--- config.mk ---
export PLATFORM = sky130hd
export DESIGN_NAME = decode_read_stage_flat
export DESIGN_NICKNAME = d
export VERILOG_FILES = /design/src/rtl/decode_read_stage_if.sv /design/src/rtl/decode_read_stage.sv /design/src/flat_wrapper.sv
export SDC_FILE = /design/constraint.sdc
export NUM_CORES = 2
export LEC_CHECK = 0
export BUFFER_PORTS_ARGS = -buffer_cell sky130_fd_sc_hd__buf_2
export CORE_AREA = 2 2 311 313
export DETAILED_ROUTE_END_ITERATION = 8
export DIE_AREA = 0 0 313 315
export PLACE_DENSITY = 0.81
export SYNTH_ARGS = -nofsm -noshare
export SYNTH_HDL_FRONTEND = slang
export SYNTH_SLANG_ARGS = --single-unit
--- constraint.sdc ---
create_clock -name clk -period 2.9 [get_ports clk]
set_input_delay 0.435 -clock clk [delete_from_list [all_inputs] [get_ports clk]]
set_output_delay 0.435 -clock clk [all_outputs]
set_load 0.05 [all_outputs]
--- src/rtl/decode_read_stage_if.sv ---
// rtl/decode_read_stage_if.sv - fetch/writeback/execute bundle for decode_read_stage.
// master: the surrounding pipeline; slave: the decode/register-read stage.
interface decode_read_stage_if #(
  parameter int XLEN  = 32,
  parameter int NREGS = 32
);
  localparam int AW = $clog2(NREGS);

  logic            flush;
  logic            in_valid;
  logic            in_ready;
  logic [31:0]     in_instr;
  logic            wb_we;
  logic [AW-1:0]   wb_addr;
  logic [XLEN-1:0] wb_data;
  logic            out_valid;
  logic            out_ready;
  logic [XLEN-1:0] out_rs1_data;
  logic [XLEN-1:0] out_rs2_data;
  logic [XLEN-1:0] out_imm;
  logic [3:0]      out_alu_op;
  logic [2:0]      out_funct3;
  logic [AW-1:0]   out_rd;
  logic [AW-1:0]   out_rs1;
  logic [AW-1:0]   out_rs2;
  logic            out_a_sel;
  logic            out_b_sel;
  logic            out_reg_we;
  logic            out_mem_we;
  logic            out_mem_rr;
  logic            out_csr_write;
  logic            out_is_jump;
  logic            out_jump_cond;
  logic            out_illegal;

  modport master (
    output flush, in_valid, in_instr, wb_we, wb_addr, wb_data, out_ready,
    input  in_ready, out_valid, out_rs1_data, out_rs2_data, out_imm, out_alu_op,
           out_funct3, out_rd, out_rs1, out_rs2, out_a_sel, out_b_sel, out_reg_we,
           out_mem_we, out_mem_rr, out_csr_write, out_is_jump, out_jump_cond, out_illegal
  );

  modport slave (
    input  flush, in_valid, in_instr, wb_we, wb_addr, wb_data, out_ready,
    output in_ready, out_valid, out_rs1_data, out_rs2_data, out_imm, out_alu_op,
           out_funct3, out_rd, out_rs1, out_rs2, out_a_sel, out_b_sel, out_reg_we,
           out_mem_we, out_mem_rr, out_csr_write, out_is_jump, out_jump_cond, out_illegal
  );
endinterface

--- src/rtl/decode_read_stage.sv ---
// rtl/decode_read_stage.sv - RV decode + register read stage with load-use scoreboard.
// Optional DECODE_BYPASS_EN forwards same-cycle writeback data into operands and the hazard check.
module decode_read_stage #(
  parameter int XLEN  = 32,
  parameter int NREGS = 32
) (
  input logic                clk,
  input logic                rst_n,
  decode_read_stage_if.slave bus
);
  localparam int AW = $clog2(NREGS);

  localparam logic [6:0] OPC_LUI    = 7'b0110111;
  localparam logic [6:0] OPC_AUIPC  = 7'b0010111;
  localparam logic [6:0] OPC_JAL    = 7'b1101111;
  localparam logic [6:0] OPC_JALR   = 7'b1100111;
  localparam logic [6:0] OPC_BRANCH = 7'b1100011;
  localparam logic [6:0] OPC_LOAD   = 7'b0000011;
  localparam logic [6:0] OPC_STORE  = 7'b0100011;
  localparam logic [6:0] OPC_OP_IMM = 7'b0010011;
  localparam logic [6:0] OPC_OP     = 7'b0110011;
  localparam logic [6:0] OPC_FENCE  = 7'b0001111;
  localparam logic [6:0] OPC_SYSTEM = 7'b1110011;

  typedef struct packed {
    logic [XLEN-1:0] rs1_data;
    logic [XLEN-1:0] rs2_data;
    logic [XLEN-1:0] imm;
    logic [3:0]      alu_op;
    logic [2:0]      funct3;
    logic [AW-1:0]   rd;
    logic [AW-1:0]   rs1;
    logic [AW-1:0]   rs2;
    logic            a_sel;
    logic            b_sel;
    logic            reg_we;
    logic            mem_we;
    logic            mem_rr;
    logic            csr_write;
    logic            is_jump;
    logic            jump_cond;
    logic            illegal;
  } bundle_t;

  logic [XLEN-1:0] r_regs [NREGS];
  logic [NREGS-1:0] r_pending;
  logic [NREGS-1:0] w_pending_nxt;
  logic            r_out_valid;
  bundle_t         r_out;
  bundle_t         w_dec;

  logic [6:0]      w_opcode;
  logic [2:0]      w_funct3;
  logic            w_f7b5;
  logic [AW-1:0]   w_rd;
  logic [AW-1:0]   w_rs1_raw;
  logic [AW-1:0]   w_rs1;
  logic [AW-1:0]   w_rs2;
  logic [31:0]     w_imm32;
  logic [XLEN-1:0] w_imm;
  logic            w_rs1_used;
  logic            w_rs2_used;
  logic            w_illegal;
  logic            w_reg_we;
  logic            w_mem_we;
  logic            w_mem_rr;
  logic            w_csr_write;
  logic            w_is_jump;
  logic            w_jump_cond;
  logic            w_a_sel;
  logic            w_b_sel;
  logic [3:0]      w_alu_op;
  logic [XLEN-1:0] w_rs1_rf;
  logic [XLEN-1:0] w_rs2_rf;
  logic [XLEN-1:0] w_rs1_data;
  logic [XLEN-1:0] w_rs2_data;
  logic            w_byp1;
  logic            w_byp2;
  logic            w_hazard;
  logic            w_in_ready;
  logic            w_fire_in;
  logic            w_load_set;

  assign w_opcode  = bus.in_instr[6:0];
  assign w_funct3  = bus.in_instr[14:12];
  assign w_f7b5    = bus.in_instr[30];
  assign w_rd      = AW'(bus.in_instr[11:7]);
  assign w_rs1_raw = AW'(bus.in_instr[19:15]);
  assign w_rs2     = AW'(bus.in_instr[24:20]);

  always_comb begin
    w_imm32     = 32'd0;
    w_rs1_used  = 1'b1;
    w_rs2_used  = 1'b0;
    w_illegal   = 1'b0;
    w_reg_we    = 1'b0;
    w_mem_we    = 1'b0;
    w_mem_rr    = 1'b0;
    w_csr_write = 1'b0;
    w_is_jump   = 1'b0;
    w_jump_cond = 1'b0;
    w_a_sel     = 1'b1;
    w_b_sel     = 1'b1;
    w_alu_op    = 4'b0000;
    case (w_opcode)
      OPC_LUI: begin
        w_imm32    = {bus.in_instr[31:12], 12'd0};
        w_rs1_used = 1'b0;
        w_reg_we   = 1'b1;
      end
      OPC_AUIPC: begin
        w_imm32    = {bus.in_instr[31:12], 12'd0};
        w_rs1_used = 1'b0;
        w_reg_we   = 1'b1;
        w_a_sel    = 1'b0;
      end
      OPC_JAL: begin
        w_imm32    = {{12{bus.in_instr[31]}}, bus.in_instr[19:12], bus.in_instr[20],
                      bus.in_instr[30:21], 1'b0};
        w_rs1_used = 1'b0;
        w_reg_we   = 1'b1;
        w_is_jump  = 1'b1;
        w_a_sel    = 1'b0;
      end
      OPC_JALR: begin
        w_imm32   = {{20{bus.in_instr[31]}}, bus.in_instr[31:20]};
        w_reg_we  = 1'b1;
        w_is_jump = 1'b1;
      end
      OPC_BRANCH: begin
        // Operands carry the compare; a/b select the target computation PC + imm.
        w_imm32     = {{20{bus.in_instr[31]}}, bus.in_instr[7], bus.in_instr[30:25],
                       bus.in_instr[11:8], 1'b0};
        w_rs2_used  = 1'b1;
        w_is_jump   = 1'b1;
        w_jump_cond = 1'b1;
        w_a_sel     = 1'b0;
      end
      OPC_LOAD: begin
        w_imm32  = {{20{bus.in_instr[31]}}, bus.in_instr[31:20]};
        w_reg_we = 1'b1;
        w_mem_rr = 1'b1;
      end
      OPC_STORE: begin
        w_imm32    = {{20{bus.in_instr[31]}}, bus.in_instr[31:25], bus.in_instr[11:7]};
        w_rs2_used = 1'b1;
        w_mem_we   = 1'b1;
      end
      OPC_OP_IMM: begin
        // funct7[5] only selects SRAI; for other I-type ops that bit is immediate.
        w_imm32  = {{20{bus.in_instr[31]}}, bus.in_instr[31:20]};
        w_reg_we = 1'b1;
        w_alu_op = {(w_funct3 == 3'b101) & w_f7b5, w_funct3};
      end
      OPC_OP: begin
        w_rs2_used = 1'b1;
        w_reg_we   = 1'b1;
        w_b_sel    = 1'b0;
        w_alu_op   = {w_f7b5, w_funct3};
      end
      OPC_FENCE: begin
        w_imm32 = {{20{bus.in_instr[31]}}, bus.in_instr[31:20]};
      end
      OPC_SYSTEM: begin
        w_imm32     = {20'd0, bus.in_instr[31:20]};
        w_reg_we    = (w_funct3 != 3'b000);
        w_csr_write = (w_funct3 != 3'b000);
      end
      default: w_illegal = 1'b1;
    endcase
  end

  generate
    if (XLEN > 32) begin : g_sext
      assign w_imm = {{(XLEN-32){w_imm32[31]}}, w_imm32};
    end else begin : g_trunc
      assign w_imm = w_imm32[XLEN-1:0];
    end
  endgenerate

  // Unused rs1 reads index x0 so LUI sees a zero first operand.
  assign w_rs1    = w_rs1_used ? w_rs1_raw : '0;
  assign w_rs1_rf = (w_rs1 == '0) ? '0 : r_regs[w_rs1];
  assign w_rs2_rf = (w_rs2 == '0) ? '0 : r_regs[w_rs2];

`ifdef DECODE_BYPASS_EN
  assign w_byp1     = bus.wb_we && (bus.wb_addr == w_rs1) && (w_rs1 != '0);
  assign w_byp2     = bus.wb_we && (bus.wb_addr == w_rs2) && (w_rs2 != '0);
  assign w_rs1_data = w_byp1 ? bus.wb_data : w_rs1_rf;
  assign w_rs2_data = w_byp2 ? bus.wb_data : w_rs2_rf;
`else
  assign w_byp1     = 1'b0;
  assign w_byp2     = 1'b0;
  assign w_rs1_data = w_rs1_rf;
  assign w_rs2_data = w_rs2_rf;
`endif

  assign w_hazard = (w_rs1_used && (w_rs1 != '0) && r_pending[w_rs1] && !w_byp1) ||
                    (w_rs2_used && (w_rs2 != '0) && r_pending[w_rs2] && !w_byp2);

  assign w_in_ready = !bus.flush && !w_hazard && (!r_out_valid || bus.out_ready);
  assign w_fire_in  = bus.in_valid && w_in_ready;
  assign w_load_set = w_fire_in && (w_opcode == OPC_LOAD) && (w_rd != '0);

  always_comb begin
    w_dec           = '0;
    w_dec.rs1_data  = w_rs1_data;
    w_dec.rs2_data  = w_rs2_data;
    w_dec.imm       = w_imm;
    w_dec.alu_op    = w_alu_op;
    w_dec.funct3    = w_funct3;
    w_dec.rd        = w_rd;
    w_dec.rs1       = w_rs1;
    w_dec.rs2       = w_rs2;
    w_dec.a_sel     = w_a_sel;
    w_dec.b_sel     = w_b_sel;
    w_dec.reg_we    = w_reg_we;
    w_dec.mem_we    = w_mem_we;
    w_dec.mem_rr    = w_mem_rr;
    w_dec.csr_write = w_csr_write;
    w_dec.is_jump   = w_is_jump;
    w_dec.jump_cond = w_jump_cond;
    w_dec.illegal   = w_illegal;
  end

  // Set after clear so a load issuing to the register being written back stays pending.
  always_comb begin
    w_pending_nxt = r_pending;
    for (int i = 0; i < NREGS; i++) begin
      if (bus.wb_we && (bus.wb_addr == AW'(i))) w_pending_nxt[i] = 1'b0;
      if (w_load_set && (w_rd == AW'(i)))       w_pending_nxt[i] = 1'b1;
    end
  end

  always_ff @(posedge clk or negedge rst_n) begin
    if (!rst_n) begin
      r_pending   <= '0;
      r_out_valid <= 1'b0;
      r_out       <= '0;
    end else begin
      r_pending <= w_pending_nxt;
      if (bus.flush) begin
        r_out_valid <= 1'b0;
      end else if (!r_out_valid || bus.out_ready) begin
        r_out_valid <= w_fire_in;
        if (w_fire_in) r_out <= w_dec;
      end
    end
  end

  always_ff @(posedge clk) begin
    if (bus.wb_we && (bus.wb_addr != '0)) r_regs[bus.wb_addr] <= bus.wb_data;
  end

  assign bus.in_ready      = w_in_ready;
  assign bus.out_valid     = r_out_valid;
  assign bus.out_rs1_data  = r_out.rs1_data;
  assign bus.out_rs2_data  = r_out.rs2_data;
  assign bus.out_imm       = r_out.imm;
  assign bus.out_alu_op    = r_out.alu_op;
  assign bus.out_funct3    = r_out.funct3;
  assign bus.out_rd        = r_out.rd;
  assign bus.out_rs1       = r_out.rs1;
  assign bus.out_rs2       = r_out.rs2;
  assign bus.out_a_sel     = r_out.a_sel;
  assign bus.out_b_sel     = r_out.b_sel;
  assign bus.out_reg_we    = r_out.reg_we;
  assign bus.out_mem_we    = r_out.mem_we;
  assign bus.out_mem_rr    = r_out.mem_rr;
  assign bus.out_csr_write = r_out.csr_write;
  assign bus.out_is_jump   = r_out.is_jump;
  assign bus.out_jump_cond = r_out.jump_cond;
  assign bus.out_illegal   = r_out.illegal;
endmodule

--- src/flat_wrapper.sv ---
// flat-port wrapper written by rule: the top's interface ports become plain ports
module decode_read_stage_flat 
#(
  parameter int XLEN  = 32,
  parameter int NREGS = 32
)
  (clk, rst_n, bus_flush, bus_in_valid, bus_in_instr, bus_wb_we, bus_wb_addr, bus_wb_data, bus_out_ready, bus_in_ready, bus_out_valid, bus_out_rs1_data, bus_out_rs2_data, bus_out_imm, bus_out_alu_op, bus_out_funct3, bus_out_rd, bus_out_rs1, bus_out_rs2, bus_out_a_sel, bus_out_b_sel, bus_out_reg_we, bus_out_mem_we, bus_out_mem_rr, bus_out_csr_write, bus_out_is_jump, bus_out_jump_cond, bus_out_illegal);
  decode_read_stage_if #(.XLEN(XLEN), .NREGS(NREGS)) bus_i ();
  input logic clk;
  input logic rst_n;
  input wire logic [$bits(bus_i.flush)-1:0] bus_flush;
  input wire logic [$bits(bus_i.in_valid)-1:0] bus_in_valid;
  input wire logic [$bits(bus_i.in_instr)-1:0] bus_in_instr;
  input wire logic [$bits(bus_i.wb_we)-1:0] bus_wb_we;
  input wire logic [$bits(bus_i.wb_addr)-1:0] bus_wb_addr;
  input wire logic [$bits(bus_i.wb_data)-1:0] bus_wb_data;
  input wire logic [$bits(bus_i.out_ready)-1:0] bus_out_ready;
  output wire logic [$bits(bus_i.in_ready)-1:0] bus_in_ready;
  output wire logic [$bits(bus_i.out_valid)-1:0] bus_out_valid;
  output wire logic [$bits(bus_i.out_rs1_data)-1:0] bus_out_rs1_data;
  output wire logic [$bits(bus_i.out_rs2_data)-1:0] bus_out_rs2_data;
  output wire logic [$bits(bus_i.out_imm)-1:0] bus_out_imm;
  output wire logic [$bits(bus_i.out_alu_op)-1:0] bus_out_alu_op;
  output wire logic [$bits(bus_i.out_funct3)-1:0] bus_out_funct3;
  output wire logic [$bits(bus_i.out_rd)-1:0] bus_out_rd;
  output wire logic [$bits(bus_i.out_rs1)-1:0] bus_out_rs1;
  output wire logic [$bits(bus_i.out_rs2)-1:0] bus_out_rs2;
  output wire logic [$bits(bus_i.out_a_sel)-1:0] bus_out_a_sel;
  output wire logic [$bits(bus_i.out_b_sel)-1:0] bus_out_b_sel;
  output wire logic [$bits(bus_i.out_reg_we)-1:0] bus_out_reg_we;
  output wire logic [$bits(bus_i.out_mem_we)-1:0] bus_out_mem_we;
  output wire logic [$bits(bus_i.out_mem_rr)-1:0] bus_out_mem_rr;
  output wire logic [$bits(bus_i.out_csr_write)-1:0] bus_out_csr_write;
  output wire logic [$bits(bus_i.out_is_jump)-1:0] bus_out_is_jump;
  output wire logic [$bits(bus_i.out_jump_cond)-1:0] bus_out_jump_cond;
  output wire logic [$bits(bus_i.out_illegal)-1:0] bus_out_illegal;
  assign bus_i.flush = bus_flush;
  assign bus_i.in_valid = bus_in_valid;
  assign bus_i.in_instr = bus_in_instr;
  assign bus_i.wb_we = bus_wb_we;
  assign bus_i.wb_addr = bus_wb_addr;
  assign bus_i.wb_data = bus_wb_data;
  assign bus_i.out_ready = bus_out_ready;
  assign bus_in_ready = bus_i.in_ready;
  assign bus_out_valid = bus_i.out_valid;
  assign bus_out_rs1_data = bus_i.out_rs1_data;
  assign bus_out_rs2_data = bus_i.out_rs2_data;
  assign bus_out_imm = bus_i.out_imm;
  assign bus_out_alu_op = bus_i.out_alu_op;
  assign bus_out_funct3 = bus_i.out_funct3;
  assign bus_out_rd = bus_i.out_rd;
  assign bus_out_rs1 = bus_i.out_rs1;
  assign bus_out_rs2 = bus_i.out_rs2;
  assign bus_out_a_sel = bus_i.out_a_sel;
  assign bus_out_b_sel = bus_i.out_b_sel;
  assign bus_out_reg_we = bus_i.out_reg_we;
  assign bus_out_mem_we = bus_i.out_mem_we;
  assign bus_out_mem_rr = bus_i.out_mem_rr;
  assign bus_out_csr_write = bus_i.out_csr_write;
  assign bus_out_is_jump = bus_i.out_is_jump;
  assign bus_out_jump_cond = bus_i.out_jump_cond;
  assign bus_out_illegal = bus_i.out_illegal;
  decode_read_stage #(.XLEN(XLEN), .NREGS(NREGS)) u_core (.clk(clk), .rst_n(rst_n), .bus(bus_i));
endmodule
# Yosys cells after proc, flatten, opt, wreduce, memory -nomap -nowiden
# Memory sizes are Yosys's and may differ from the RTL's.
# Cells that the tools add are included.
[word_totals]
output_inout_bits = 129
rom_bits = 0
ram_bits = 1024
n_memories = 1
wordCells = 347
latchBits = 0
inputBits = 75
reg_bits = 160
[op_classes]
n_reduce_logical = 130
multipliers = 0
bitwise_logic = 2
order_cmp = 2
shift = 0
mux = 88
eq_ne = 74
div_mod_pow = 0
add_sub_neg = 0
[memory_table]
columns = ["memory", "depth", "word_bits", "read_ports", "rd_clocked_by_memory_dff", "write_ports", "line_no", "source"]
rows = [
  ["u_core.r_regs", 32, 32, 2, 0, 1, "decode_read_stage.sv:45", "logic [XLEN-1:0] r_regs [NREGS];"],
]
[ops]
columns = ["cell", "n"]
rows = [
  ["one-hot mux 32 bit (6 select lines)", 1],
  ["equality test 5 bit (second input constant)", 32],
  ["equality test 5 x 4 -> 1 bit (second input constant)", 16],
  ["2-to-1 mux 1 bit", 80],
  ["logical AND 1 bit", 74],
  ["nonzero test 2 bit", 33],
  ["2-to-1 mux 32 bit", 2],
  ["equality test 5 x 3 -> 1 bit (second input constant)", 8],
  ["equality test 7 bit (second input constant)", 4],
  ["equality test 7 x 6 -> 1 bit (second input constant)", 3],
  ["equality test 5 x 2 -> 1 bit (second input constant)", 4],
  ["zero test 5 bit", 4],
  ["nonzero test 5 bit", 4],
  ["equality test 7 x 5 -> 1 bit (second input constant)", 2],
  ["less-than comparator 5 x 6 -> 1 bit (second input constant)", 2],
  ["OR reduction 3 bit", 4],
  ["OR reduction 11 bit", 1],
  ["binary-select mux 1 bit (select 5 bit)", 2],
  ["equality test 5 x 1 -> 1 bit (second input constant)", 2],
  ["one-hot mux 4 bit (2 select lines)", 1],
  ["equality test 7 x 2 -> 1 bit (second input constant)", 1],
  ["equality test 7 x 4 -> 1 bit (second input constant)", 1],
  ["OR reduction 7 bit", 1],
  ["2-to-1 mux 5 bit", 1],
  ["other kinds (10)", 13],
]

# Longest topological paths before layout
[logic_depth]
ltp_word = 15
depth_mapped = 12
ltp_nobuf = 7

# Worst setup path after synthesis
# Ideal clock, no wire load.
[synth_timing]
kind = "input-to-reg"
start = "in bus_wb_addr[1]"
end = "reg u_core.r_pending[17]"
slack_ns = -1.139
t_required_ns = 2.771
t_arrival_ns = 3.910
stages = 8
n_path_buf = 3
setup_ns = 0.129
cell_sequence = "clkbuf_1 -> nand2b_1 -> clkbuf_1 -> or2_2 -> clkbuf_1 -> nor3_1 -> nand2b_1 -> o31ai_1"
[synth_between]
elab_chain_len = 3
[synth_lines]
columns = ["item", "line_no", "source"]
rows = [
  ["start, declared", "flat_wrapper.sv:15", "input wire logic [$bits(bus_i.wb_addr)-1:0] bus_wb_addr;"],
  ["equality test 5 bit", "decode_read_stage.sv:230", "if (bus.wb_we && (bus.wb_addr == AW'(i))) w_pending_nxt[i] = 1'b0;"],
  ["logical AND 1 bit", "decode_read_stage.sv:230", ""],
  ["nonzero test 2 bit (no line)", "-", ""],
  ["end signal, assigned", "decode_read_stage.sv:241", "r_pending <= w_pending_nxt;"],
  ["end, declared", "decode_read_stage.sv:46", "logic [NREGS-1:0] r_pending;"],
]
# No other way between the ends.
# A chain may end at the register's enable or synchronous reset.

# Final worst setup path
[layout_timing]
start = "in bus_in_instr[16]"
end = "out bus_in_ready"
[layout_between]
elab_chain_len = 8
elab_cells_between_ends = 10
classes_between = "3 x mux; 7 x reduce/logical"
[layout_lines]
columns = ["item", "line_no", "source"]
rows = [
  ["start, declared", "flat_wrapper.sv:13", "input wire logic [$bits(bus_i.in_instr)-1:0] bus_in_instr;"],
  ["2-to-1 mux 5 bit (*)", "decode_read_stage.sv:182", "assign w_rs1 = w_rs1_used ? w_rs1_raw : '0;"],
  ["binary-select mux 1 bit (select 5 bit) or nonzero test 5 bit (tied branches)", "decode_read_stage.sv:198", "assign w_hazard = (w_rs1_used && (w_rs1 != '0) && r_pending[w_rs1] && !w_byp1) ||"],
  ["2-to-1 mux 1 bit (implied by the code) or logical AND 1 bit (tied branches)", "decode_read_stage.sv:198", ""],
  ["logical AND 1 bit (*)", "decode_read_stage.sv:198", ""],
  ["logical OR 1 bit (*)", "decode_read_stage.sv:198", ""],
  ["zero test 1 bit (*)", "decode_read_stage.sv:201", "assign w_in_ready = !bus.flush && !w_hazard && (!r_out_valid || bus.out_ready);"],
  ["logical AND 1 bit (*) (2 in a row)", "decode_read_stage.sv:201", ""],
  ["end, declared", "flat_wrapper.sv:18", "output wire logic [$bits(bus_i.in_ready)-1:0] bus_in_ready;"],
]
# Every way passes the cells marked *; elsewhere a longest branch is shown, timed or not. The select of a mux whose other input is x is not followed.

==> flow_metrics.tcl <==
set metrics [dict create \
    clk_latency_ps 730 \
    dr.pass1.iters 9 \
    viasPerCell 7.64 \
    synth_ff_type "edfxtp_1" \
    dieHeight_um 315 \
    crit_required_ps 2470 \
    r2r_slack_ps 210 \
    dp_slack_ps -395 \
    setup_viol 1 \
    gp_congestion 0.961 \
    start_kind "input pin" \
    cts_tree "done" \
    avgSynthCellArea_um2 15.8 \
    hold_end "u_core.bus.out_imm[9]" \
    timing.fmax_ghz 0.315 \
    drc 0 \
    hold_depth 3 \
    path_clk_slew_ps 60 \
    syn_area_um2 56000 \
    grt_pass1_wl_mm 284 \
    num-fill-cells 5757 \
    min_path_type "in2reg" \
    routed_wirelength_mm 201 \
    coreArea_um2 95700 \
    synth_top_cell_area_share 0.549 \
    yosysTopAreaCell "edfxtp_1" \
    violations "negative setup slack" \
    p_total_uw 42100 \
    worst_path_dominant_cell_family "compound AO/OA/AOI/OAI gates" \
    final_nets 4093 \
    finish.instance_area_um2 66700 \
    drtIter0Drc 8575 \
    finalMaxSlewViolations 0 \
    final_layout_size_suffix_gt1_frac 0.337 \
    grt_pass1_vias 41000 \
    synth_area_leaders "edfxtp_1, mux4_2, dfrtp_1" \
    synth.distinct_cells 69 \
    maxCapViolations 0 \
    grt_max_degree 63 \
    p_leak_uw 0.0239 \
    finalHoldViolCount 0 \
    power_density_nw_per_um2 631 \
    wl_per_cell_um 37.1 \
    crit_fanout 6 \
    post_dp_cell_area_um2 62400 \
    die_w_um 313 \
    grt_usage 0.404 \
    ys_seq_area_frac 0.621 \
    relSlewSlack 0.335 \
    ys_ff_latch 1184 \
    fin_setup_tns_ps -274 \
    finalCritPeriodShare 1.09 \
    syn_to_final_growth_pct 19.2 \
    ios 204 \
    setup_slack_ps -274 \
    rows 114 \
    r2r-start "u_core.r_pending[3]" \
    synthCells 3532 \
    dp_hpwl_mm 121 \
    clk_path_buf_depth 3 \
    final_common_cell "edfxtp_1" \
    cts_buffers 119 \
    critPathKind "in2out" \
    htreeDepth 3 \
    ant_nets 0 \
    layout_common_cells "edfxtp_1, mux4_2, buf_4" \
    cp_num_buf_inv 4 \
    finClkSkew_ps 44.8 \
    synth-async-reset-ratio 0.135 \
    crit_path_cell_trace "buf_2 -> clkinv_1 -> a221oi_4 -> o21ai_1 -> a31oi_1 -> o22ai_4 -> buf_4 -> o21a_1 -> buf_12" \
    status "complete, but fails checks" \
    critical-path-max-stage-delay_ps 480 \
    num_vias 41400 \
    reg2regPathDepth 11 \
    start_util 0.585 \
    cts.sinks 1184 \
    overflow 0 \
    cpMaxStageDelayCell "a221oi_4" \
    synth_edf_count 1024 \
    reg2reg_to "u_core.r_pending[14]" \
    dp_cells 5157 \
    finalCriticalPeriod_ps 3170 \
    min_from "bus_in_instr[29]" \
    root_buffer "clkbuf_16" \
    instances_no_fill 5414 \
    antenna_found_initial 15 \
    ir_worst_vdd_mv 0.824 \
    cp_data_arrival_time_ps 2740 \
    worst_slew_pin_slew_ps 994 \
    yosysWarningCount 0 \
    end_kind "output port" \
    die_area_um2 98600 \
    numPortBuffers 203 \
    rsz0062_at_grt "true" \
]
## how the worst max path moves through the flow
| stage | start | to | depth (start not counted) |
|---|---|---|---|
| 4_1_cts | u_core.r_pending[3] | bus_in_ready | 8 |
| 3_3_place_gp | bus_in_instr[4] | u_core.bus.out_rs1_data[5] | 11 |
| 5_1_grt | u_core.r_pending[8] | bus_in_ready | 8 |
| 3_5_place_dp | bus_in_instr[4] | u_core.bus.out_rs1_data[5] | 11 |
| 6_report | bus_in_instr[16] | bus_in_ready | 9 |
| 2_1_floorplan | bus_wb_addr[2] | u_core.r_pending[4] | 5 |
## area by class of cell
type	instances	area (µm²)	area share
Timing Repair Buffer	637	5780	0.0867
Sequential cell	1184	34800	0.521
Tap cell	1276	1600	0.0239
Clock buffer	165	3380	0.0507
Inverter	38	143	0.00214
Clock inverter	61	684	0.0103
Multi-Input combinational cell	2038	20300	0.305
Antenna cell	15	37.5	0.000563
## cell usage after synthesis, types with 14 or more instances
cell / n
a211oi_1: 38
a21oi_1: 189
a221o_1: 42
a221oi_1: 92
a22oi_1: 34
a311oi_1: 14
buf_1: 42
buf_2: 78
clkbuf_1: 165
dfrtp_1: 160
edfxtp_1: 1024
inv_1: 37
mux2_2: 106
mux2_4: 47
mux2i_1: 267
mux4_2: 343
nand2_1: 173
nand2b_1: 19
nand3_1: 40
nor2_1: 152
nor2b_1: 30
nor3_1: 42
o211ai_1: 21
o21ai_0: 109
o221ai_1: 19
o22ai_1: 44
o311ai_0: 14
o31ai_1: 32
o32ai_1: 14
## stage by stage
| step | utilization | hold slack [ps] |
|---|---|---|
| after floorplan | - | 139 |
| after CTS | 0.696 | 8.20 |
| after detailed placement | 0.652 | 394 |
| after global routing | 0.697 | 13.5 |
| final | 0.697 | 24.7 |
| after global placement | 0.652 | 391 |
## flip-flops by register name, summed over array words and instances (netlist names), 3 cells and up
| signal | cells |
|---|---|
| u_core.bus.out_alu_op | 4 |
| u_core.bus.out_funct3 | 3 |
| u_core.bus.out_imm | 32 |
| u_core.bus.out_rd | 5 |
| u_core.bus.out_rs1 | 5 |
| u_core.bus.out_rs1_data | 32 |
| u_core.bus.out_rs2 | 5 |
| u_core.bus.out_rs2_data | 32 |
| u_core.r_pending | 32 |
| u_core.r_regs | 1024 |
## cell families (layout without fill, tap and decap cells)
kind of cell,Yosys count,count (layout),synth area share
DFF,1184,1184,0.621
muxes,763,763,0.220
other,1,47,0.0000670
AOI/OAI and AO/OA,737,737,0.0918
buffers and inverters,341,901,0.0262
and+or+nand+nor,506,506,0.0412
## worst reg2reg max path, stage by stage, from the launching register on
cell and delay (ps):
dfrtp_1 390, mux4_2 500, a22oi_2 170, nand3_1 90, a22o_1 240, a41oi_2 140
buf_4 140, buf_4 110, o211ai_4 90, buf_12 180, buf_4 200, o31ai_1 330
## per-layer routing
layer  part of all wire  GRT usage
met5            0.00051          0
met2               0.42      0.581
met4              0.087      0.277
met1               0.31      0.505
met3               0.18      0.164
## timing repair
| action | CTS | global route |
|---|---|---|
| setup buffers | 9 | 3 |
| gates resized for setup | 5 | 3 |
| pin swaps | 5 | 1 |
| hold buffers | 4 | 0 |
| setup endpoints to repair | 1 | 1 |
| hold endpoints to repair | 36 | 0 |
## report_power, final
group	total, µW	switching, µW	internal [µW]	leakage [µW]
logic	6510	4210	2300	0.0106
clock network	16000	6740	9220	0.00199
registers	19600	494	19100	0.0113
Power figures use the tool's default switching activity.
